===== src/rtl/step_drive_ctrl_if.sv =====
// Command and driver-side signal bundle for the stepper drive sequencer.
// The master side is the balance/auto-swing controller (commands and limit
// switches); the slave side is step_drive_ctrl itself.
interface step_drive_ctrl_if;
   logic        enable;
   logic        direct;
   logic        jockey_r;
   logic        jockey_l;
   logic        step_out;
   logic        dir_out;
   logic        en_out;
   logic        busy;
   logic        fault;
   logic [15:0] pos;

   modport master (
      output enable, direct, jockey_r, jockey_l,
      input  step_out, dir_out, en_out, busy, fault, pos
   );

   modport slave (
      input  enable, direct, jockey_r, jockey_l,
      output step_out, dir_out, en_out, busy, fault, pos
   );
endinterface


===== src/rtl/step_drive_ctrl.sv =====
// Stepper-drive sequencer: turns level move commands into a ramped
// STEP/DIR/EN pulse train with soft start/stop, a dead time after every
// stop and a hard stop on the track limit switches. Keeps a signed step
// position count.
module step_drive_ctrl #(
   parameter int PERIOD_MAX = 50_000,
   parameter int PERIOD_MIN = 5_000,
   parameter int RAMP_STEP  = 500,
   parameter int DEAD       = 1_000_000
) (
   input logic              sclk,
   input logic              s_rst_n,
   step_drive_ctrl_if.slave bus
);

   localparam logic [26:0] P_MAX  = 27'(PERIOD_MAX);
   localparam logic [26:0] P_MIN  = 27'(PERIOD_MIN);
   localparam logic [26:0] P_RAMP = 27'(RAMP_STEP);
   localparam logic [26:0] P_DEAD = 27'(DEAD);

   typedef enum logic [4:0] {
      S_IDLE  = 5'b00001,
      S_RUN   = 5'b00010,
      S_DECEL = 5'b00100,
      S_DEAD  = 5'b01000,
      S_HALT  = 5'b10000
   } state_t;

   state_t      state_reg;
   logic [26:0] half_per_reg;
   logic [26:0] cnt_reg;
   logic        step_reg;
   logic        dir_reg;
   logic        en_reg;
   logic        busy_reg;
   logic        fault_reg;
   logic [15:0] pos_reg;

   logic        limit_cur;
   logic        limit_req;
   logic        hold_cmd;
   logic        toggle;
   logic [26:0] half_dec;
   logic [26:0] half_inc;
   logic [15:0] pos_next;

   // Limit in the current travel direction, and in the requested one.
   assign limit_cur = dir_reg     ? ~bus.jockey_r : ~bus.jockey_l;
   assign limit_req = bus.direct  ? ~bus.jockey_r : ~bus.jockey_l;
   // Command still asks to keep moving the way we already move.
   // enable is tested first so a floating direct is never looked at.
   assign hold_cmd  = bus.enable && (bus.direct == dir_reg);
   assign toggle    = (cnt_reg == half_per_reg - 27'd1);

   // Saturating ramp arithmetic; written to avoid wrap on the subtraction.
   assign half_dec  = (half_per_reg > P_MIN + P_RAMP) ? half_per_reg - P_RAMP : P_MIN;
   assign half_inc  = ((P_MAX - half_per_reg) > P_RAMP) ? half_per_reg + P_RAMP : P_MAX;
   assign pos_next  = dir_reg ? pos_reg + 16'd1 : pos_reg - 16'd1;

   assign bus.step_out = step_reg;
   assign bus.dir_out  = dir_reg;
   assign bus.en_out   = en_reg;
   assign bus.busy     = busy_reg;
   assign bus.fault    = fault_reg;
   assign bus.pos      = pos_reg;

   // Sequencer FSM with all driver outputs registered.
   // A command change in RUN/DECEL only switches state that cycle: the
   // counter holds its value, so the phase in progress is one cycle longer
   // and half_per/cnt carry over unchanged into the new state.
   always_ff @(posedge sclk) begin
      if (!s_rst_n) begin
         state_reg    <= S_IDLE;
         half_per_reg <= P_MAX;
         cnt_reg      <= '0;
         step_reg     <= 1'b0;
         dir_reg      <= 1'b0;
         en_reg       <= 1'b0;
         busy_reg     <= 1'b0;
         fault_reg    <= 1'b0;
         pos_reg      <= '0;
      end else begin
         unique case (state_reg)
            S_IDLE: begin
               step_reg <= 1'b0;
               en_reg   <= 1'b0;
               if (bus.enable && !limit_req) begin
                  dir_reg      <= bus.direct;
                  half_per_reg <= P_MAX;
                  cnt_reg      <= '0;
                  en_reg       <= 1'b1;
                  busy_reg     <= 1'b1;
                  state_reg    <= S_RUN;
               end
            end

            S_RUN: begin
               if (limit_cur) begin
                  step_reg  <= 1'b0;
                  en_reg    <= 1'b0;
                  fault_reg <= 1'b1;
                  cnt_reg   <= '0;
                  state_reg <= S_HALT;
               end else if (!hold_cmd) begin
                  state_reg <= S_DECEL;
               end else if (toggle) begin
                  step_reg <= ~step_reg;
                  cnt_reg  <= '0;
                  if (!step_reg) begin
                     pos_reg      <= pos_next;
                     half_per_reg <= half_dec;
                  end
               end else begin
                  cnt_reg <= cnt_reg + 27'd1;
               end
            end

            S_DECEL: begin
               if (limit_cur) begin
                  step_reg  <= 1'b0;
                  en_reg    <= 1'b0;
                  fault_reg <= 1'b1;
                  cnt_reg   <= '0;
                  state_reg <= S_HALT;
               end else if (hold_cmd) begin
                  state_reg <= S_RUN;
               end else if (toggle) begin
                  step_reg <= ~step_reg;
                  cnt_reg  <= '0;
                  if (!step_reg) begin
                     pos_reg      <= pos_next;
                     half_per_reg <= half_inc;
                  end else if (half_per_reg == P_MAX) begin
                     // Back at start/stop speed with STEP low: move is over.
                     state_reg <= S_DEAD;
                  end
               end else begin
                  cnt_reg <= cnt_reg + 27'd1;
               end
            end

            S_DEAD: begin
               step_reg <= 1'b0;
               en_reg   <= 1'b1;
               if (cnt_reg == P_DEAD - 27'd1) begin
                  cnt_reg   <= '0;
                  en_reg    <= 1'b0;
                  busy_reg  <= 1'b0;
                  state_reg <= S_IDLE;
               end else begin
                  cnt_reg <= cnt_reg + 27'd1;
               end
            end

            S_HALT: begin
               step_reg  <= 1'b0;
               en_reg    <= 1'b0;
               fault_reg <= 1'b1;
               if (!bus.enable) begin
                  fault_reg <= 1'b0;
                  busy_reg  <= 1'b0;
                  state_reg <= S_IDLE;
               end
            end

            default: begin
               step_reg  <= 1'b0;
               en_reg    <= 1'b0;
               busy_reg  <= 1'b0;
               fault_reg <= 1'b0;
               cnt_reg   <= '0;
               state_reg <= S_IDLE;
            end
         endcase
      end
   end

endmodule


===== src/flat_wrapper.sv =====
// flat-port wrapper written by rule: the top's interface ports become plain ports
module step_drive_ctrl_flat 
#(
   parameter int PERIOD_MAX = 50_000,
   parameter int PERIOD_MIN = 5_000,
   parameter int RAMP_STEP  = 500,
   parameter int DEAD       = 1_000_000
)
  (sclk, s_rst_n, bus_enable, bus_direct, bus_jockey_r, bus_jockey_l, bus_step_out, bus_dir_out, bus_en_out, bus_busy, bus_fault, bus_pos);
  step_drive_ctrl_if bus_i ();
  input logic sclk;
  input logic s_rst_n;
  input wire logic [$bits(bus_i.enable)-1:0] bus_enable;
  input wire logic [$bits(bus_i.direct)-1:0] bus_direct;
  input wire logic [$bits(bus_i.jockey_r)-1:0] bus_jockey_r;
  input wire logic [$bits(bus_i.jockey_l)-1:0] bus_jockey_l;
  output wire logic [$bits(bus_i.step_out)-1:0] bus_step_out;
  output wire logic [$bits(bus_i.dir_out)-1:0] bus_dir_out;
  output wire logic [$bits(bus_i.en_out)-1:0] bus_en_out;
  output wire logic [$bits(bus_i.busy)-1:0] bus_busy;
  output wire logic [$bits(bus_i.fault)-1:0] bus_fault;
  output wire logic [$bits(bus_i.pos)-1:0] bus_pos;
  assign bus_i.enable = bus_enable;
  assign bus_i.direct = bus_direct;
  assign bus_i.jockey_r = bus_jockey_r;
  assign bus_i.jockey_l = bus_jockey_l;
  assign bus_step_out = bus_i.step_out;
  assign bus_dir_out = bus_i.dir_out;
  assign bus_en_out = bus_i.en_out;
  assign bus_busy = bus_i.busy;
  assign bus_fault = bus_i.fault;
  assign bus_pos = bus_i.pos;
  step_drive_ctrl #(.PERIOD_MAX(PERIOD_MAX), .PERIOD_MIN(PERIOD_MIN), .RAMP_STEP(RAMP_STEP), .DEAD(DEAD)) u_core (.sclk(sclk), .s_rst_n(s_rst_n), .bus(bus_i));
endmodule

===== config.mk =====
export PLATFORM = sky130hd
export DESIGN_NAME = step_drive_ctrl_flat
export DESIGN_NICKNAME = d
export VERILOG_FILES = /design/src/rtl/step_drive_ctrl_if.sv /design/src/rtl/step_drive_ctrl.sv /design/src/flat_wrapper.sv
export SDC_FILE = /design/constraint.sdc
export NUM_CORES = 1
export LEC_CHECK = 0
export CAP_MARGIN = 0
export CORE_MARGIN = 5
export CORE_UTILIZATION = 35
export DETAILED_ROUTE_END_ITERATION = 8
export PLACE_DENSITY_LB_ADDON = 0.2
export SLEW_MARGIN = 20
export SYNTH_ARGS = -nofsm -noshare
export SYNTH_HDL_FRONTEND = slang
export SYNTH_SLANG_ARGS = --single-unit

===== constraint.sdc =====
create_clock -name sclk -period 4.99 [get_ports sclk]
set_input_delay 0.998 -clock sclk [delete_from_list [all_inputs] [get_ports sclk]]
set_output_delay 0.998 -clock sclk [all_outputs]
set_load 0.02 [all_outputs]

# ---- Yosys cells after proc, flatten, opt, wreduce, memory -nomap -nowiden
# Index checks and enable logic that the tools add are counted.
dict set report totals {
  wordCells 124
  ff_bits 80
  out_inout_bits 21
  inputBits 6
}
dict set report op_classes {
  n_eq_ne 27
  bitwise_logic 6
  addsub 7
  mux 58
  reduce_logical 15
  n_lt_le_gt_ge 2
}
# operator n
set ops {}
lappend ops {{27-bit 2-to-1 mux} 18}
lappend ops {{27-bit case mux with 5 select lines} 1}
lappend ops {{16-bit 2-to-1 mux} 7}
lappend ops {{27-bit case mux with 3 select lines} 1}
lappend ops {{5-bit 2-to-1 mux} 10}
lappend ops {{16-bit case mux with 2 select lines} 1}
lappend ops {{27-bit by 1-bit adder with 27-bit output, second input constant} 1}
lappend ops {{27-bit by 9-bit adder with 27-bit output, second input constant} 1}
lappend ops {{27-bit by 16-bit equality test with 1-bit output, second input constant} 1}
lappend ops {{27-bit by 20-bit equality test with 1-bit output, second input constant} 1}
lappend ops {{27-bit equality test} 1}
lappend ops {{27-bit by 13-bit greater-than comparator with 1-bit output, second input constant} 1}
lappend ops {{27-bit by 9-bit greater-than comparator with 1-bit output, second input constant} 1}
lappend ops {{16-bit by 27-bit subtractor with 27-bit output, first input constant} 1}
lappend ops {{27-bit by 1-bit subtractor with 27-bit output, second input constant} 1}
lappend ops {{27-bit by 9-bit subtractor with 27-bit output, second input constant} 1}
lappend ops {{5-bit case mux with 5 select lines} 1}
lappend ops {{16-bit by 1-bit adder with 16-bit output, second input constant} 1}
lappend ops {{16-bit by 1-bit subtractor with 16-bit output, second input constant} 1}
lappend ops {{1-bit 2-to-1 mux} 15}
lappend ops {{2-bit by 1-bit != test with 1-bit output, second input constant} 6}
lappend ops {{2-bit != test, second input constant} 6}
lappend ops {{4-bit by 1-bit != test with 1-bit output, second input constant} 3}
lappend ops {{10-bit AND reduction} 1}
lappend ops {{other kinds (21)} 33}

# ---- Longest topological paths before layout
dict set report depth {
  depth_word 8
  mapped_depth 15
  mapped_depth_nobuf 11
}

# ---- Worst setup path after synthesis
# No wires, ideal clock.
dict set report synth_path {
  path_kind {register -> register}
  startpoint {register u_core.half_per_reg[2]}
  endpoint {register u_core.cnt_reg[13]}
  setup_time_ps 131
  period_less_slack_ps 3520
  path_buffers 4
  setup_slack_ps 1470
  path_stages_with_launch 14
  required_time_ps 4859
  arrival_ps 3389
  path_cell_list {dfxtp_1 clkbuf_1 inv_1 ha_1 buf_2 nor3b_1 nand4_1 or4_1 a2111oi_4 buf_2 a21oi_1 buf_2 a21oi_1 o22ai_1}
}
dict set report synth_between {
  elab_chain_len 6
  word_cells_on_any_way 8
  classes_between {add/sub (1); eq/ne (1); mux (6)}
}
# item line_no
set synth_lines {}
lappend synth_lines {{start, declared} step_drive_ctrl.sv:30} ;# logic [26:0] half_per_reg;
lappend synth_lines {{start signal, assigned} step_drive_ctrl.sv:111} ;# half_per_reg <= half_dec;
lappend synth_lines {{start signal, assigned} step_drive_ctrl.sv:132} ;# half_per_reg <= half_inc;
lappend synth_lines {{27-bit by 1-bit subtractor with 27-bit output *} step_drive_ctrl.sv:53} ;# assign toggle = (cnt_reg == half_per_reg - 27'd1);
lappend synth_lines {{27-bit equality test *} step_drive_ctrl.sv:53}
lappend synth_lines {{27-bit 2-to-1 mux *} {step_drive_ctrl.sv:106, step_drive_ctrl.sv:127}}
lappend synth_lines {{27-bit 2-to-1 mux (on tied branches)} {step_drive_ctrl.sv:125, step_drive_ctrl.sv:104}}
lappend synth_lines {{27-bit 2-to-1 mux (on tied branches)} {step_drive_ctrl.sv:119, step_drive_ctrl.sv:98}}
lappend synth_lines {{27-bit case mux with 5 select lines *} step_drive_ctrl.sv:83} ;# unique case (state_reg)
lappend synth_lines {{end signal, assigned} step_drive_ctrl.sv:114} ;# cnt_reg <= cnt_reg + 27'd1;
lappend synth_lines {{end signal, assigned} step_drive_ctrl.sv:138} ;# cnt_reg <= cnt_reg + 27'd1;
lappend synth_lines {{end signal, assigned} step_drive_ctrl.sv:151} ;# cnt_reg <= cnt_reg + 27'd1;
lappend synth_lines {{end, declared} step_drive_ctrl.sv:31} ;# logic [26:0] cnt_reg;
# Mark *: on every way between the ends. The rest lies on a longest branch, timed or not. The select of a mux whose other input is x is not followed.
# A chain may end at the register's enable or synchronous reset.

# ---- Worst setup path after layout
dict set report layout_path {
  startpoint {register u_core.half_per_reg[2]}
  endpoint {register u_core.half_per_reg[15]}
}
dict set report layout_between {
  elab_chain_len 8
  word_cells_on_any_way 21
  classes_between {add/sub (4); order compare (2); eq/ne (3); mux (11); reduce/logical (1)}
}
# item line_no
set layout_lines {}
lappend layout_lines {{16-bit by 27-bit subtractor with 27-bit output} step_drive_ctrl.sv:57} ;# assign half_inc = ((P_MAX - half_per_reg) > P_RAMP) ? half_per_reg + P_RAMP : P_MAX;
lappend layout_lines {{27-bit by 9-bit greater-than comparator with 1-bit output} step_drive_ctrl.sv:57}
lappend layout_lines {{27-bit 2-to-1 mux} step_drive_ctrl.sv:57}
lappend layout_lines {{27-bit 2-to-1 mux} step_drive_ctrl.sv:130} ;# if (!step_reg) begin
lappend layout_lines {{27-bit 2-to-1 mux} step_drive_ctrl.sv:127} ;# end else if (toggle) begin
lappend layout_lines {{27-bit 2-to-1 mux} step_drive_ctrl.sv:125} ;# end else if (hold_cmd) begin
lappend layout_lines {{27-bit 2-to-1 mux} step_drive_ctrl.sv:119} ;# if (limit_cur) begin
lappend layout_lines {{27-bit case mux with 3 select lines} step_drive_ctrl.sv:83}
# Several ways; a longest one is shown, not always the timed one. The select of a mux whose other input is x is not followed.

==> impl_metrics.tcl <==
set metrics [dict create \
    ys.flop_type "dfxtp_1" \
    cts_max_path_buffers 2 \
    place_congestion 0.913 \
    synth_area_sq_um 7100 \
    synthesis.instances 997 \
    grt_antenna_before_repair 0 \
    finalClockSkew_ns 0.00959 \
    cts_tree "yes" \
    cts_hold_buf 0 \
    post_cts.resized_instances 0 \
    hold-path-cell-count 2 \
    avgSynthCellArea_sq_um 7.12 \
    clkSinkCount 78 \
    hold_viol_final 0 \
    worstSetupEndpointType "flip-flop" \
    vdd_drop_max_mv 0.253 \
    root_buffer "clkbuf_16" \
    r2r_slack_ns 0.51 \
    grt_pass1_vias 7113 \
    dp_hpwl_um 17000 \
    port_buffers 26 \
    synthTopCellsByArea "dfxtp_1 22%, a21oi_1 5.6%, nor2_1 4.9%" \
    syn_nets 1022 \
    intPower_uw 1590 \
    pin_count 27 \
    pwr-share-seq 0.258 \
    holdCritStartpoint "u_core.cnt_reg[1]" \
    wirelength_um 23600 \
    clk_pin_slew_ns 0.07 \
    dieWidth_um 152 \
    hold_path.class "reg2reg" \
    grt_max_degree 26 \
    rows 52 \
    synth-seq-cells 78 \
    dieHeight_um 152 \
    crit_arrival_ns 4.72 \
    rsz0062_at_grt "false" \
    nets 1006 \
    synth_edf_count 0 \
    clkLatencyLatePin_ns 0.36 \
    hold_slack_ns 0.471 \
    p_sw_frac 0.443 \
    relSlewSlack 0.277 \
    r2r_cells 12 \
    drive_above_1_share 0.0761 \
    routedWlPerCell_um 18.8 \
    critPathKind "reg2reg" \
    holdPathEnd "u_core.cnt_reg[1]" \
    synth_warnings 0 \
    grtUsageTotal 0.196 \
    cp-start-kind "flip-flop" \
    routed_via_density 6.06 \
    cts_buffers 9 \
    fin_crit_sh 0.897 \
    async_flop_share 0 \
    grt_overflow 0 \
    maxSlewViolCount 0 \
    cp_max_fo 25 \
    yosys.area.top_type "dfxtp_1" \
    drtIter0Drc 760 \
    status "finished clean" \
    period_minus_slack_ns 4.48 \
    synthToLayoutAreaGrowth_pct 11.3 \
    power_density_nw_per_um2 361 \
    leakage_uw 0.00273 \
    fmax_mhz 223 \
    cap_violations 0 \
    setup_viol 0 \
    dr.pass1.iters 5 \
    pwr-share-comb 0.495 \
    cp.required_ns 5.23 \
    synth_seq_area_share 0.220 \
    vias 7607 \
    post_cts_buffers 0 \
    ys_types 84 \
    ant_nets 0 \
    drc_errors 0 \
    worst_pin_slew_ns 1.08 \
    htree_levels 3 \
    p_switching_uw 1260 \
    largest_reg_flops 27 \
    core_area_sq_um 20100 \
    r2r-start "u_core.half_per_reg[2]" \
    grt_pass1_wl_um 38100 \
    fin_setup_tns_ns 0 \
    synth_top_cell_area_share 0.220 \
    die_area_sq_um 23200 \
    regToRegEndpoint "u_core.half_per_reg[15]" \
    start_util 0.353 \
    p_clk_frac 0.247 \
    diodes 0 \
]
how the worst max path moves through the flow:
stage,end,startpoint,cells past startpoint,slack (ns)
global placement,u_core.half_per_reg[15],u_core.half_per_reg[2],12,0.60
detailed placement,u_core.half_per_reg[15],u_core.half_per_reg[2],12,0.62
floorplan,u_core.cnt_reg[13],u_core.half_per_reg[2],13,1.47
global route,u_core.half_per_reg[22],u_core.half_per_reg[2],11,0.03
finish,u_core.half_per_reg[15],u_core.half_per_reg[2],12,0.51
CTS,u_core.half_per_reg[15],u_core.half_per_reg[2],12,0.56
routing by layer:
metal	track usage	up-vias	share of wire
met5	0	-	0
li1	-	3693	-
met3	0.0335	36	0.061
met1	0.272	3589	0.47
met2	0.308	289	0.45
met4	0.0675	0	0.021
cells by family after synthesis:
kind of cell	synth area share
muxes	0.0286
xor gates and xnor gates	0.0629
DFF	0.220
adders and majority gates	0.0345
AOI/OAI and AO/OA	0.296
and+or+nand+nor	0.287
buffers and inverters	0.0717
critical path: stages, from the launching register on:
cell and delay (ns):
dfxtp_1 0.44, inv_1 0.18, ha_1 0.35, nor3b_1 0.45, nand4_1 0.37, nor2_1 0.24, xnor2_1 0.10, a221o_1 0.40
a2111oi_4 0.57, buf_4 0.26, a31o_2 0.53, nand2_1 0.10, a221o_1 0.36
power groups by stage:
stage               clock network (uW)  logic, uW  registers (uW)
floorplan                            0       1060             710
global placement                     0       1380             748
detailed placement                   0       1380             749
CTS                                722       1390             734
global route                       740       1550             743
finish                             704       1410             737
per-stage QoR:
stage                     std cells  utilization  instance area, sq um  power (uW)  setup slack (ns)
after floorplan                 997            -                  7100        1770              1.47
after global placement         1240        0.378                  7590        2130             0.604
after detailed placement       1240        0.378                  7590        2130             0.620
after CTS                      1256        0.393                  7900        2850             0.560
after global routing           1256        0.393                  7900        3030            0.0299
final                          1256        0.393                  7900        2850             0.512
area by class of cell:
type / instances / area [sq um]
Fill cell: 2064 / 12200
Multi-Input combinational cell: 788 / 5040
Sequential cell: 78 / 1560
Timing Repair Buffer: 53 / 463
Tap cell: 270 / 338
Clock buffer: 10 / 239
Inverter: 51 / 191
Clock inverter: 6 / 68.8
synthesized netlist by cell type, drive strengths merged (8+ instances only):
cell	count
a2111oi	13
clkbuf	59
ha	18
nand2	71
nor2	93
xnor2	35
or3	27
and3	10
a21o	8
dfxtp	78
inv	50
a21oi	81
buf	21
mux2i	18
or4	11
nand4	18
a31oi	17
and2	10
o22ai	15
a211oi	21
nand3	39
o211ai	8
xor2	16
nor3	44
or2	9
o21ai	63
nor4	16
cells in the final DEF (no fill, tap or decap), types with 8 or more instances in the layout:
cell	count
a2111oi_0	12
or3_1	27
nand2_1	71
nor2_1	93
a21o_1	8
clkdlybuf4s50_1	26
mux2i_1	18
nand3_1	39
a21oi_1	80
a211oi_1	20
nor4_1	12
o211ai_1	8
or2_2	9
clkbuf_16	9
inv_1	50
xor2_1	16
buf_4	27
ha_1	18
a31oi_1	16
and3_1	10
xnor2_1	35
o21ai_0	61
nand4_1	18
or4_1	10
dfxtp_1	78
o22ai_1	15
and2_1	9
nor3_1	42
Note: power is estimated with default switching activity, not from simulation.
